### src/rtl/rf_pkg.sv
//------------------------------------------------------------------------------
// Module      : rf_pkg
// Description : Shared constants and helpers for the register-file access path.
// Revision    : 1.0 - initial release
//------------------------------------------------------------------------------
`default_nettype none

package rf_pkg;

    localparam int RF_ADDR_W = 2;
    localparam int RF_MAX_RD = 8;

    // Number of one-hot lines needed to decode an n-bit register address
    function automatic int rf_onehot_w(input int n);
        return 1 << n;
    endfunction

endpackage

`default_nettype wire

### src/rtl/onehot_dec.sv
//------------------------------------------------------------------------------
// Module      : onehot_dec
// Description : Combinational address-to-one-hot decoder with enable.
// Revision    : 1.0 - initial release
//------------------------------------------------------------------------------
`default_nettype none

module onehot_dec
    import rf_pkg::*;
#(
    parameter int N = RF_ADDR_W
) (
    input  logic [N-1:0]              adr,
    input  logic                      ena,
    output logic [rf_onehot_w(N)-1:0] onehot
);

    localparam int M = rf_onehot_w(N);

    assign onehot = ena ? (M'(1) << adr) : '0;

endmodule

`default_nettype wire

### src/rtl/regfile_access_ctrl.sv
//------------------------------------------------------------------------------
// Module      : regfile_access_ctrl
// Description : Registered one-hot read/write enables, RAW hazard flags and a
//               written-since-clear bitmap. Optional macro REGFILE_BYPASS_EN
//               suppresses the array read enable on hazard ports.
// Revision    : 1.0 - initial release
//------------------------------------------------------------------------------
`default_nettype none

module regfile_access_ctrl
    import rf_pkg::*;
#(
    parameter int N      = RF_ADDR_W,
    parameter int NUM_RD = 2
) (
    input  logic                               Clk,
    input  logic                               Rst_n,
    input  logic [NUM_RD*N-1:0]                Rd_adr,
    input  logic [NUM_RD-1:0]                  Rd_ena,
    input  logic [N-1:0]                       Wr_adr,
    input  logic                               Wr_ena,
    input  logic                               Clr,
    output logic [NUM_RD*rf_onehot_w(N)-1:0]   Oe,
    output logic [rf_onehot_w(N)-1:0]          We,
    output logic [NUM_RD-1:0]                  Fwd,
    output logic [NUM_RD-1:0]                  Uninit,
    output logic [rf_onehot_w(N)-1:0]          Written
);

    localparam int M = rf_onehot_w(N);

    logic [NUM_RD*M-1:0] w_rd_oh;
    logic [NUM_RD*M-1:0] w_oe_nxt;
    logic [M-1:0]        w_wr_oh;
    logic [M-1:0]        w_written_nxt;
    logic [NUM_RD-1:0]   w_fwd_nxt;
    logic [NUM_RD-1:0]   w_uninit_nxt;

    logic [NUM_RD*M-1:0] r_oe;
    logic [M-1:0]        r_we;
    logic [NUM_RD-1:0]   r_fwd;
    logic [NUM_RD-1:0]   r_uninit;
    logic [M-1:0]        r_written;

    onehot_dec #(.N(N)) u_wr_dec (
        .adr    (Wr_adr),
        .ena    (Wr_ena),
        .onehot (w_wr_oh)
    );

    // A same-edge write is already visible to this edge's uninit check
    assign w_written_nxt = (Clr ? '0 : r_written) | w_wr_oh;

    generate
        for (genvar p = 0; p < NUM_RD; p++) begin : g_rd_port
            onehot_dec #(.N(N)) u_rd_dec (
                .adr    (Rd_adr[p*N +: N]),
                .ena    (Rd_ena[p]),
                .onehot (w_rd_oh[p*M +: M])
            );

            assign w_fwd_nxt[p]    = Rd_ena[p] & Wr_ena & (Rd_adr[p*N +: N] == Wr_adr);
            assign w_uninit_nxt[p] = Rd_ena[p] & ~w_written_nxt[Rd_adr[p*N +: N]];

`ifdef REGFILE_BYPASS_EN
            // Bypass path owns the read bus, so the array buffer must stay off
            assign w_oe_nxt[p*M +: M] = w_fwd_nxt[p] ? '0 : w_rd_oh[p*M +: M];
`else
            assign w_oe_nxt[p*M +: M] = w_rd_oh[p*M +: M];
`endif
        end
    endgenerate

    always_ff @(posedge Clk or negedge Rst_n) begin
        if (!Rst_n) begin
            r_oe      <= '0;
            r_we      <= '0;
            r_fwd     <= '0;
            r_uninit  <= '0;
            r_written <= '0;
        end else begin
            r_oe      <= w_oe_nxt;
            r_we      <= w_wr_oh;
            r_fwd     <= w_fwd_nxt;
            r_uninit  <= w_uninit_nxt;
            r_written <= w_written_nxt;
        end
    end

    assign Oe      = r_oe;
    assign We      = r_we;
    assign Fwd     = r_fwd;
    assign Uninit  = r_uninit;
    assign Written = r_written;

endmodule

`default_nettype wire

### config.mk
export PLATFORM = sky130hd
export DESIGN_NAME = regfile_access_ctrl
export DESIGN_NICKNAME = d
export VERILOG_FILES = /design/src/rtl/rf_pkg.sv /design/src/rtl/onehot_dec.sv /design/src/rtl/regfile_access_ctrl.sv
export SDC_FILE = /design/constraint.sdc
export NUM_CORES = 1
export LEC_CHECK = 0
export ABC_AREA = 0
export CORE_MARGIN = 4
export CORE_UTILIZATION = 40
export CTS_BUF_LIST = sky130_fd_sc_hd__clkbuf_8
export DETAILED_ROUTE_END_ITERATION = 8
export PLACE_DENSITY = 0.77
export SLEW_MARGIN = 20
export SYNTH_ARGS = -nofsm -noshare
export SYNTH_HDL_FRONTEND = slang
export SYNTH_HIERARCHICAL = 1
export SYNTH_SLANG_ARGS = --single-unit
### constraint.sdc
create_clock -name Clk -period 0.99 [get_ports Clk]
set_input_delay 0.198 -clock Clk [delete_from_list [all_inputs] [get_ports Clk]]
set_output_delay 0.198 -clock Clk [all_outputs]
set_load 0.01 [all_outputs]
==> results_dict.tcl <==
set metrics [dict create \
    status "complete, but fails checks" \
    failed_checks "negative setup slack" \
    crit_path_top_delay_cell "o41a_1" \
    synthAdderAreaFrac_pct 0 \
    yosysTopAreaCellShare_pct 60.15 \
    portBuffers 31 \
    cp.arrival_ps 1230 \
    synth_warnings 6 \
    dieArea_sq_mm 0.002874 \
    crit_chain "clkdlybuf4s15_2 > and3b_2 > a2111oi_4 > o41a_1" \
    p_leak_nw 0.7450 \
    hpwl_mm 1.548 \
    crit_path_max_fanout 6 \
    netlist_instances 61 \
    synth.distinct_cells 17 \
    hold_viol 0 \
    ant_nets 0 \
    placementRows 16 \
    core_area_sq_mm 0.001962 \
    gp_congestion 0.7812 \
    grt_overflow 0 \
    grt_max_degree 21 \
    die_width_um 53.61 \
    vias 725 \
    synth_area_sq_um 832.0 \
    numCtsBuffers 3 \
    required_ps 1120 \
    areaGrowthSynthToFinish_pct 64.96 \
    slowest_delay_ps 420 \
    endpoint_kind "flip-flop" \
    post-route-period-util_pct 111.7 \
    post-route-util_pct 69.96 \
    r2r_cells 3 \
    layout.nets 131 \
    synth_compound_area_share_pct 12.78 \
    max-vdd-ir-drop_v 0.0009586 \
    power.density_mw_per_mm2 1282 \
    hold_class "input port to flip-flop" \
    fp.dieH_um 53.61 \
    slew_headroom_pct 82.18 \
    fmax_ghz 0.9044 \
    start_util_pct 42.41 \
    tightest_slew_ps 267.3 \
    drc_errors 0 \
    tritoncts "done" \
    synth_top_family_by_area "simple AND/OR/NAND/NOR gates" \
    seq_area_frac_synth_pct 60.15 \
    grt_pass1_vias 764 \
    post_synth.cell_area_avg_sq_um 13.64 \
    rsz0062_at_grt "yes" \
    grt_pass1_wl_mm 3.532 \
    clockRootBuffer "clkbuf_8" \
    regArea_sq_um 500.5 \
    muxShareOfSynthArea_pct 4.812 \
    cts.sinks 20 \
    skew_ps 0.3760 \
    holdPathStages 3 \
    drv_cap 0 \
    num_io_pins 32 \
    nFillCells 149 \
    slew_violations 0 \
    wl_mm 2.246 \
    final.setup.tns_ps -193.6 \
    syn-num-nets 73 \
    worst_slack_ps -115.7 \
    clkLatencyLatePin_ps 250 \
    finalSetupViolCount 3 \
    h-tree-depth 1 \
    synth_top_cell_by_area "dfrtp_1" \
    drtIter0Drc 4 \
    synth.area.top_cells "dfrtp_1, and3b_1, mux2i_1, nor3b_2, a21o_2" \
    fin_crit_ps 1106 \
    final_cell_mix "dfrtp_1, buf_2, buf_4, buf_6" \
    grt.total_usage_pct 17.72 \
    synth-xor-area-share_pct 4.211 \
    clk_pin_slew_ps 70 \
    ys_ff_latch 20 \
    multi_input_area_sq_um 371.6 \
    wl_per_cell_um 15.60 \
    drive_gt1_share_pct 58.97 \
    synth-simple-area-share_pct 15.64 \
    antenna_found_initial 0 \
    cts.path.max_buffers 2 \
    critPathKind "input port to flip-flop" \
    routed_via_density 5.035 \
    critPathLaunchType "input port" \
    diodes 0 \
    firstDrtPassIters 4 \
]
[cell families (layout without fill, tap and decap cells)]
group / Yosys count / after routing
multiplexers: 4 / 4
flip-flops: 20 / 20
XOR/XNOR: 4 / 4
AO/OA/AOI/OAI: 12 / 12
buffers and inverters: 5 / 61
AND/OR/NAND/NOR: 16 / 16
[layer usage]
layer | routed length [um] | track usage, % | vias to the layer above
met1 | 903 | 20.18 | 357
met3 | 115 | 1.662 | 6
met4 | 69 | 12.77 | 0
met2 | 1158 | 30.82 | 26
met5 | 0 | 0 | -
li1 | - | - | 336
[worst max-delay path: cells and delay by family]
| kind | cells | cell delay (ps) |
|---|---|---|
| and+or+nand+nor | 1 | 310 |
| AOI/OAI and AO/OA | 2 | 480 |
| buffers and inverters | 1 | 240 |
[Yosys cell counts (all sizes together)]
library cell  number
a2111oi            4
a21boi             1
a21o               4
and3               3
and3b              6
buf                1
dfrtp             20
inv                4
mux2i              4
nand2              2
nor3               2
nor3b              3
o211ai             2
o41a               1
xor2               4
[flip-flops by register name, indices dropped and copies added, names as in the netlist]
name	cells
Oe	8
Uninit	2
We	4
Written	4
Fwd	2
[repair_timing]
item / 4_1_cts / 5_1_grt
pin swaps: 5 / 3
setup buffers: 3 / 0
hold buffers: 0 / 0
resized for setup: 103 / 3
setup endpoints to repair: 30 / 6
[path summary, 6_finish.rpt]
| path | from | to | slack (ps) |
|---|---|---|---|
| worst max-delay path | Wr_adr[0] | Uninit[1] | -120 |
| worst min-delay path | Wr_ena | Fwd[0] | 260 |
| worst max register to register | Written[0] | Uninit[1] | -110 |
| worst min register to register | Written[3] | Written[3] | 620 |
| max in group asynchronous | Rst_n | We[2] | 570 |
| min in group asynchronous | Rst_n | Oe[6] | 290 |
[per-stage QoR]
stage / power [mW] / instance area [sq um] / std cells / setup slack, ps / hold slack, ps
after detailed placement: 1.274 / 1359 / 138 / -696.1 / 561.6
after floorplan: 1.011 / 857.1 / 61 / -35.79 / -97.59
after CTS: 1.767 / 1371 / 144 / -107.0 / 296.6
final: 1.760 / 1373 / 144 / -115.7 / 258.4
after global placement: 1.263 / 1359 / 138 / -631.2 / 549.1
after global routing: 1.849 / 1373 / 144 / -150.3 / 279.9
[cell type report]
class / instances / share of cell area, %
timing repair buffer: 54 / 29.90
tap: 27 / 2.461
clock buffer: 3 / 3.008
sequential: 20 / 36.46
inverter: 4 / 1.094
multi-input combinational: 36 / 27.07
[where the power goes]
part / internal, mW / switching (mW) / total, mW
sequential: 0.858 / 0.0152 / 0.873
clock: 0.270 / 0.237 / 0.507
combinational: 0.201 / 0.179 / 0.380
total: 1.33 / 0.431 / 1.76
(Power assumes the default switching activity.)
